File: src/rtl/dshot_pkg.sv
// Shared DShot definitions: frame widths, transmitter states and the CRC fold
// used by both the transmitter and the speedhandler receive path.
package dshot_pkg;
   localparam int DSHOT_FRAME_W = 16;
   localparam int DSHOT_THR_W   = 11;
   localparam int DSHOT_CRC_W   = 4;

   typedef enum logic [1:0] {IDLE, BIT, GAP} dshot_tx_state_t;

   function automatic logic [DSHOT_CRC_W-1:0] dshot_crc(input logic [11:0] v);
      return v[3:0] ^ v[7:4] ^ v[11:8];
   endfunction
endpackage

File: src/rtl/dshot_crc.sv
// Combinational DShot CRC over the 12-bit {throttle, telemetry} payload; inv selects
// the inverted CRC used by bidirectional DShot.
module dshot_crc
   import dshot_pkg::*;
(
   input  logic [11:0]            v,
   input  logic                   inv,
   output logic [DSHOT_CRC_W-1:0] crc
);
   assign crc = dshot_pkg::dshot_crc(v) ^ {DSHOT_CRC_W{inv}};
endmodule

File: src/rtl/dshot_tx.sv
// DShot transmitter: serializes {throttle, telemetry, crc} MSB-first as pulse-width bits.
// Define DSHOT_BIDIR_EN for bidirectional DShot (inverted CRC, line idles high).
module dshot_tx
   import dshot_pkg::*;
#(
   parameter int BIT_CYCLES = 53,
   parameter int T1H_CYCLES = 40,
   parameter int T0H_CYCLES = 20,
   parameter int GAP_CYCLES = 32
)(
   input  logic                   clk,
   input  logic                   rst,
   input  logic [DSHOT_THR_W-1:0] throttle,
   input  logic                   telemetry,
   input  logic                   frame_valid,
   output logic                   frame_ready,
   output logic                   dshot_out,
   output logic                   busy
);
`ifdef DSHOT_BIDIR_EN
   localparam logic BIDIR = 1'b1;
`else
   localparam logic BIDIR = 1'b0;
`endif
   localparam int MAX_CYC = (BIT_CYCLES > GAP_CYCLES) ? BIT_CYCLES : GAP_CYCLES;
   localparam int CW      = $clog2(MAX_CYC);
   localparam logic [CW-1:0] BIT_LAST = CW'(BIT_CYCLES - 1);
   localparam logic [CW-1:0] GAP_LAST = CW'(GAP_CYCLES - 1);
   localparam logic [CW-1:0] T1H      = CW'(T1H_CYCLES);
   localparam logic [CW-1:0] T0H      = CW'(T0H_CYCLES);
   localparam logic [3:0]    IDX_MSB  = 4'(DSHOT_FRAME_W - 1);

   dshot_tx_state_t          state, state_nx;
   logic [CW-1:0]            cyc, cyc_nx;
   logic [3:0]               bit_idx, idx_nx;
   logic [DSHOT_FRAME_W-1:0] sreg, sreg_nx, frame;
   logic [DSHOT_CRC_W-1:0]   crc;
   logic                     pulse;

   dshot_crc u_crc (
      .v   ({throttle, telemetry}),
      .inv (BIDIR),
      .crc (crc)
   );
   assign frame = {throttle, telemetry, crc};

   // The frame shifts left at each bit boundary, so the current bit is always the MSB.
   always_comb begin
      state_nx = state;
      cyc_nx   = cyc;
      idx_nx   = bit_idx;
      sreg_nx  = sreg;
      pulse    = 1'b0;
      case (state)
         IDLE: begin
            if (frame_valid) begin
               state_nx = BIT;
               sreg_nx  = frame;
               idx_nx   = IDX_MSB;
               cyc_nx   = '0;
            end
         end
         BIT: begin
            pulse = cyc < (sreg[DSHOT_FRAME_W-1] ? T1H : T0H);
            if (cyc == BIT_LAST) begin
               cyc_nx  = '0;
               sreg_nx = sreg << 1;
               if (bit_idx == 4'd0) state_nx = GAP;
               else                 idx_nx   = bit_idx - 4'd1;
            end else begin
               cyc_nx = cyc + 1'b1;
            end
         end
         GAP: begin
            if (cyc == GAP_LAST) begin
               state_nx = IDLE;
               cyc_nx   = '0;
            end else begin
               cyc_nx = cyc + 1'b1;
            end
         end
         default: state_nx = IDLE;
      endcase
   end

   always_ff @(posedge clk) begin
      if (rst) begin
         state     <= IDLE;
         cyc       <= '0;
         bit_idx   <= '0;
         sreg      <= '0;
         dshot_out <= BIDIR;
      end else begin
         state     <= state_nx;
         cyc       <= cyc_nx;
         bit_idx   <= idx_nx;
         sreg      <= sreg_nx;
         dshot_out <= pulse ^ BIDIR;
      end
   end

   assign frame_ready = (state == IDLE);
   assign busy        = (state != IDLE);
endmodule
File: config.mk
export PLATFORM = sky130hd
export DESIGN_NAME = dshot_tx
export DESIGN_NICKNAME = d
export VERILOG_FILES = /design/src/rtl/dshot_pkg.sv /design/src/rtl/dshot_crc.sv /design/src/rtl/dshot_tx.sv
export SDC_FILE = /design/constraint.sdc
export NUM_CORES = 1
export LEC_CHECK = 0
export ABC_CLOCK_PERIOD_IN_PS = 2300
export BUFFER_PORTS_ARGS = -buffer_cell sky130_fd_sc_hd__clkbuf_2
export CORE_AREA = 2 2 73 75
export CTS_CLUSTER_SIZE = 30
export DETAILED_ROUTE_END_ITERATION = 16
export DIE_AREA = 0 0 75 77
export SLEW_MARGIN = 5
export SYNTH_ARGS = -nofsm -noshare
export SYNTH_HDL_FRONTEND = slang
export SYNTH_SLANG_ARGS = --single-unit
File: constraint.sdc
create_clock -name clk -period 2.3 [get_ports clk]
set_clock_uncertainty 0.2 [all_clocks]
set_input_delay 0.345 -clock clk [delete_from_list [all_inputs] [get_ports clk]]
set_output_delay 0.345 -clock clk [all_outputs]
set_load 0.01 [all_outputs]
==> out/results.md <==
• **fraction of the mapped netlist area in adder cells** 8.12%
• **share of total power consumed by net switching** 37.8%
• **arrival time reported for the critical path endpoint** 2.11 ns
• **number of design-rule violations left by the first detailed-router iteration** 33
• **post-placement setup slack** 0.0128 ns
• **number of port buffers** 17
• **# hold bufs at CTS** 0
• **layout cells sized above 1** 18.7%
• **Synth Register Bits** 29
• **CTS clock-pin slew for the worst setup and hold paths** 0.06 ns
• **relative contribution of the clock network to total power** 22.0%
• **number of levels in the clock H-tree** 2
• **Max clock buf depth** 2
• **Die Span X** 75 um
• **routed wire length** 3680 um
• **final hold violation count** 0
• **CTS sink cnt** 29
• **via count of the first global-routing pass** 1356
• **CP max-delay cell** or4_1
• **die outline area** 5780 sq um
• **number of flops mapped to enable cells by yosys** 0
• **register area share after synthesis** 34.3%
• **count of final max-slew check failures** 0
• **Compound-Gate Fraction of Synth Area** 23.0%
• **most common library cell in the layout ignoring fill and taps** dfxtp_1
• **detailed placement HPWL** 2570 um
• **n_diodes** 0
• **number of buffers added by the clock tree synthesis step** 5
• **post-route fraction of the period consumed by the critical path** 92.4%
• **xor/xnor cell area share of the yosys netlist** 6.20%
• **maximum number of pins on one net before global-route repair** 17
• **gr ovfl total** 0
• **worst-path cell chain** inv_1 > ha_1 > buf_4 > a21boi_2 > or4_1 > a211oi_1
• **highest fanout seen on the critical path** 9
• **status** complete, no violations
• **crit path time final** 2.13 ns
• **via-per-instance ratio** 4.93
• **Rows** 26
• **dominant combinational cell family by area after synthesis** compound AO/OA/AOI/OAI gates
• **post-route antenna net violation count** 0
• **number of antenna violations at the first check in global routing** 0
• **type of destination of the critical path** flop
• **number of library cell types mapped by synthesis** 41
• **area of all placed cells without fillers** 2010 sq um
• **area of the core region** 4980 sq um
• **area delta synth->final** 18.5%
• **io pins** 18
• **Syn Inst Count** 190
• **Clock Latency Late Sink** 0.28 ns
• **drc violations** 0
• **required time of the worst setup path** 2.29 ns
• **TritonCTS clock tree** done
• **total vias in the final route** 1401
• **unrepaired setup endpoints after global routing** false
• **First-pass DRT Iterations** 4
• **combinational power share** 45.9%
• **maximum clock frequency** 0.470 GHz
• **Post-Syn Area per Cell** 8.92 sq um
• **number of warnings issued by yosys** 0
• **primary flip-flop cell chosen by synthesis mapping** dfxtp_1
• **final setup margin** 0.174 ns
• **WHS Path Cells** 3
• **count of nets after finishing** 239
• **switching power** 0.945 mW
• **share of flip-flops with an asynchronous set or reset** 0%
• **Worst R2R Path Depth** 6
• **routability cong.** 0.756
• **multiplexer share of the synthesized area** 9.45%
• **Worst Path Class, Setup** flop to flop
• **Worst slew margin** 57.4%
• **syn_nets** 216
• **Worst Hold Class** input pin to flop
• **initial standard-cell utilization of the core** 34.0%
• **delay of the slowest critical-path stage** 0.48 ns
• **commonest cells after routing, fill and taps aside** dfxtp_1, a21oi_1, clkbuf_2
• **crit start category** flop
• **global-route usage over all layers** 13.8%
• **area post-placement** 1890 sq um
• **peak supply drop** 0.711 mV
• **Avg WL per Cell** 13.0 um
• **max-cap violations** 0
• **Sum Neg Setup Slack** 0 ns
• **die height** 77 um
• **root buffer cell** clkbuf_8
• **simple-gate share of the synthesized area** 13.1%
• **power density over the cells** 1250 nW/um^2
• **sequential share of power** 32.1%
• **post-CTS setup buffers** 0
• **wire length of the first global-routing pass** 6240 um
• **static leakage** 0.762 nW
• **post-synthesis instance area** 1690 sq um
• **final-report setup violation count** 0
• **Internal Power** 1.56 mW
• **measured slew at the worst slew-check pin** 0.639 ns
## power by group through the flow
stage | registers [mW] | clock network, mW | logic (mW)
CTS | 0.801 | 0.566 | 1.15
finish | 0.801 | 0.550 | 1.15
global placement | 0.810 | 0 | 1.13
detailed placement | 0.808 | 0 | 1.14
floorplan | 0.783 | 0 | 0.856
global route | 0.823 | 0.583 | 1.29
## metrics by stage
stage	hold slack [ns]	instances	power [mW]	util (%)
floorplan	0.249	190	1.64	-
global placement	0.275	276	1.94	37.9
detailed placement	0.278	276	1.95	37.9
CTS	0.139	284	2.51	40.3
global route	0.179	284	2.69	40.3
finish	0.143	284	2.50	40.3
## cell type report
type | instances | area (sq um)
clock inverters | 1 | 30.0
inverters | 12 | 45.0
fillers | 512 | 2970
clock buffers | 7 | 86.3
well taps | 70 | 87.6
multi-input cells | 138 | 1020
flip-flops and latches | 29 | 581
repair buffers | 27 | 160
## worst paths after layout
path | startpoint | endpoint | slack (ns)
max | state[1] | state[1] | 0.17
min | frame_valid | sreg[0] | 0.14
max reg2reg | state[1] | state[1] | 0.17
min reg2reg | sreg[0] | sreg[0] | 0.29
## state kept, by name, indices dropped and copies added, names as in the netlist
register   flops
cyc            6
sreg          16
state          2
dshot_out      1
bit_idx        4
## routing by layer
layer  routed length [um]  part of all wire, %  vias up  global-route usage, %
met4                   60                  1.6        0                   5.36
li1                     -                    -      735                      -
met5                    0                    0        -                      0
met3                  129                  3.5        5                   2.89
met2                 1670                   45       24                   20.4
met1                 1820                   50      637                   19.3
## critical path: cells and delay by family, from the launching register on
kind | cells | cell delay, ns
AND/OR/NAND/NOR | 1 | 0.48
adder cells (fa/ha/maj) | 1 | 0.27
buffers and inverters | 2 | 0.29
AO/OA/AOI/OAI | 2 | 0.44
flip-flops | 1 | 0.35
## repair_timing
| item | CTS | global route |
|---|---|---|
| hold endpoints to repair | 0 | 0 |
| gates resized for setup | 0 | 1 |
| endpoints found under the setup margin | 0 | 15 |
## kinds of logic (layout without fill, tap and decap cells)
family	after synthesis	after routing
AOI/OAI and AO/OA	57	57
buffers and inverters	23	47
and+or+nand+nor	42	42
xor gates and xnor gates	12	12
DFF	29	29
adders and majority gates	11	11
muxes	16	16
## cell usage after synthesis, types with 2 or more instances
cell type  instances  area [sq um]
clkbuf_1           5          18.8
or4_1              2          15.0
ha_1              11           138
a211oi_1          16           120
o31ai_1            2          15.0
o21a_1             4          30.0
a21oi_1           20           100
nand2_1            7          26.3
nand3_1            5          25.0
nand2b_1           3          18.8
xnor2_1           11          96.3
dfxtp_1           29           581
nor2b_1            2          12.5
buf_2              4          20.0
nor2_1            12          45.0
inv_1             12          45.0
a31oi_1            2          12.5
o21ai_0            3          15.0
mux2i_1           16           160
nor3_1             2          10.0
nor4_1             2          12.5
No activity file was read; power rests on OpenSTA's default activity.
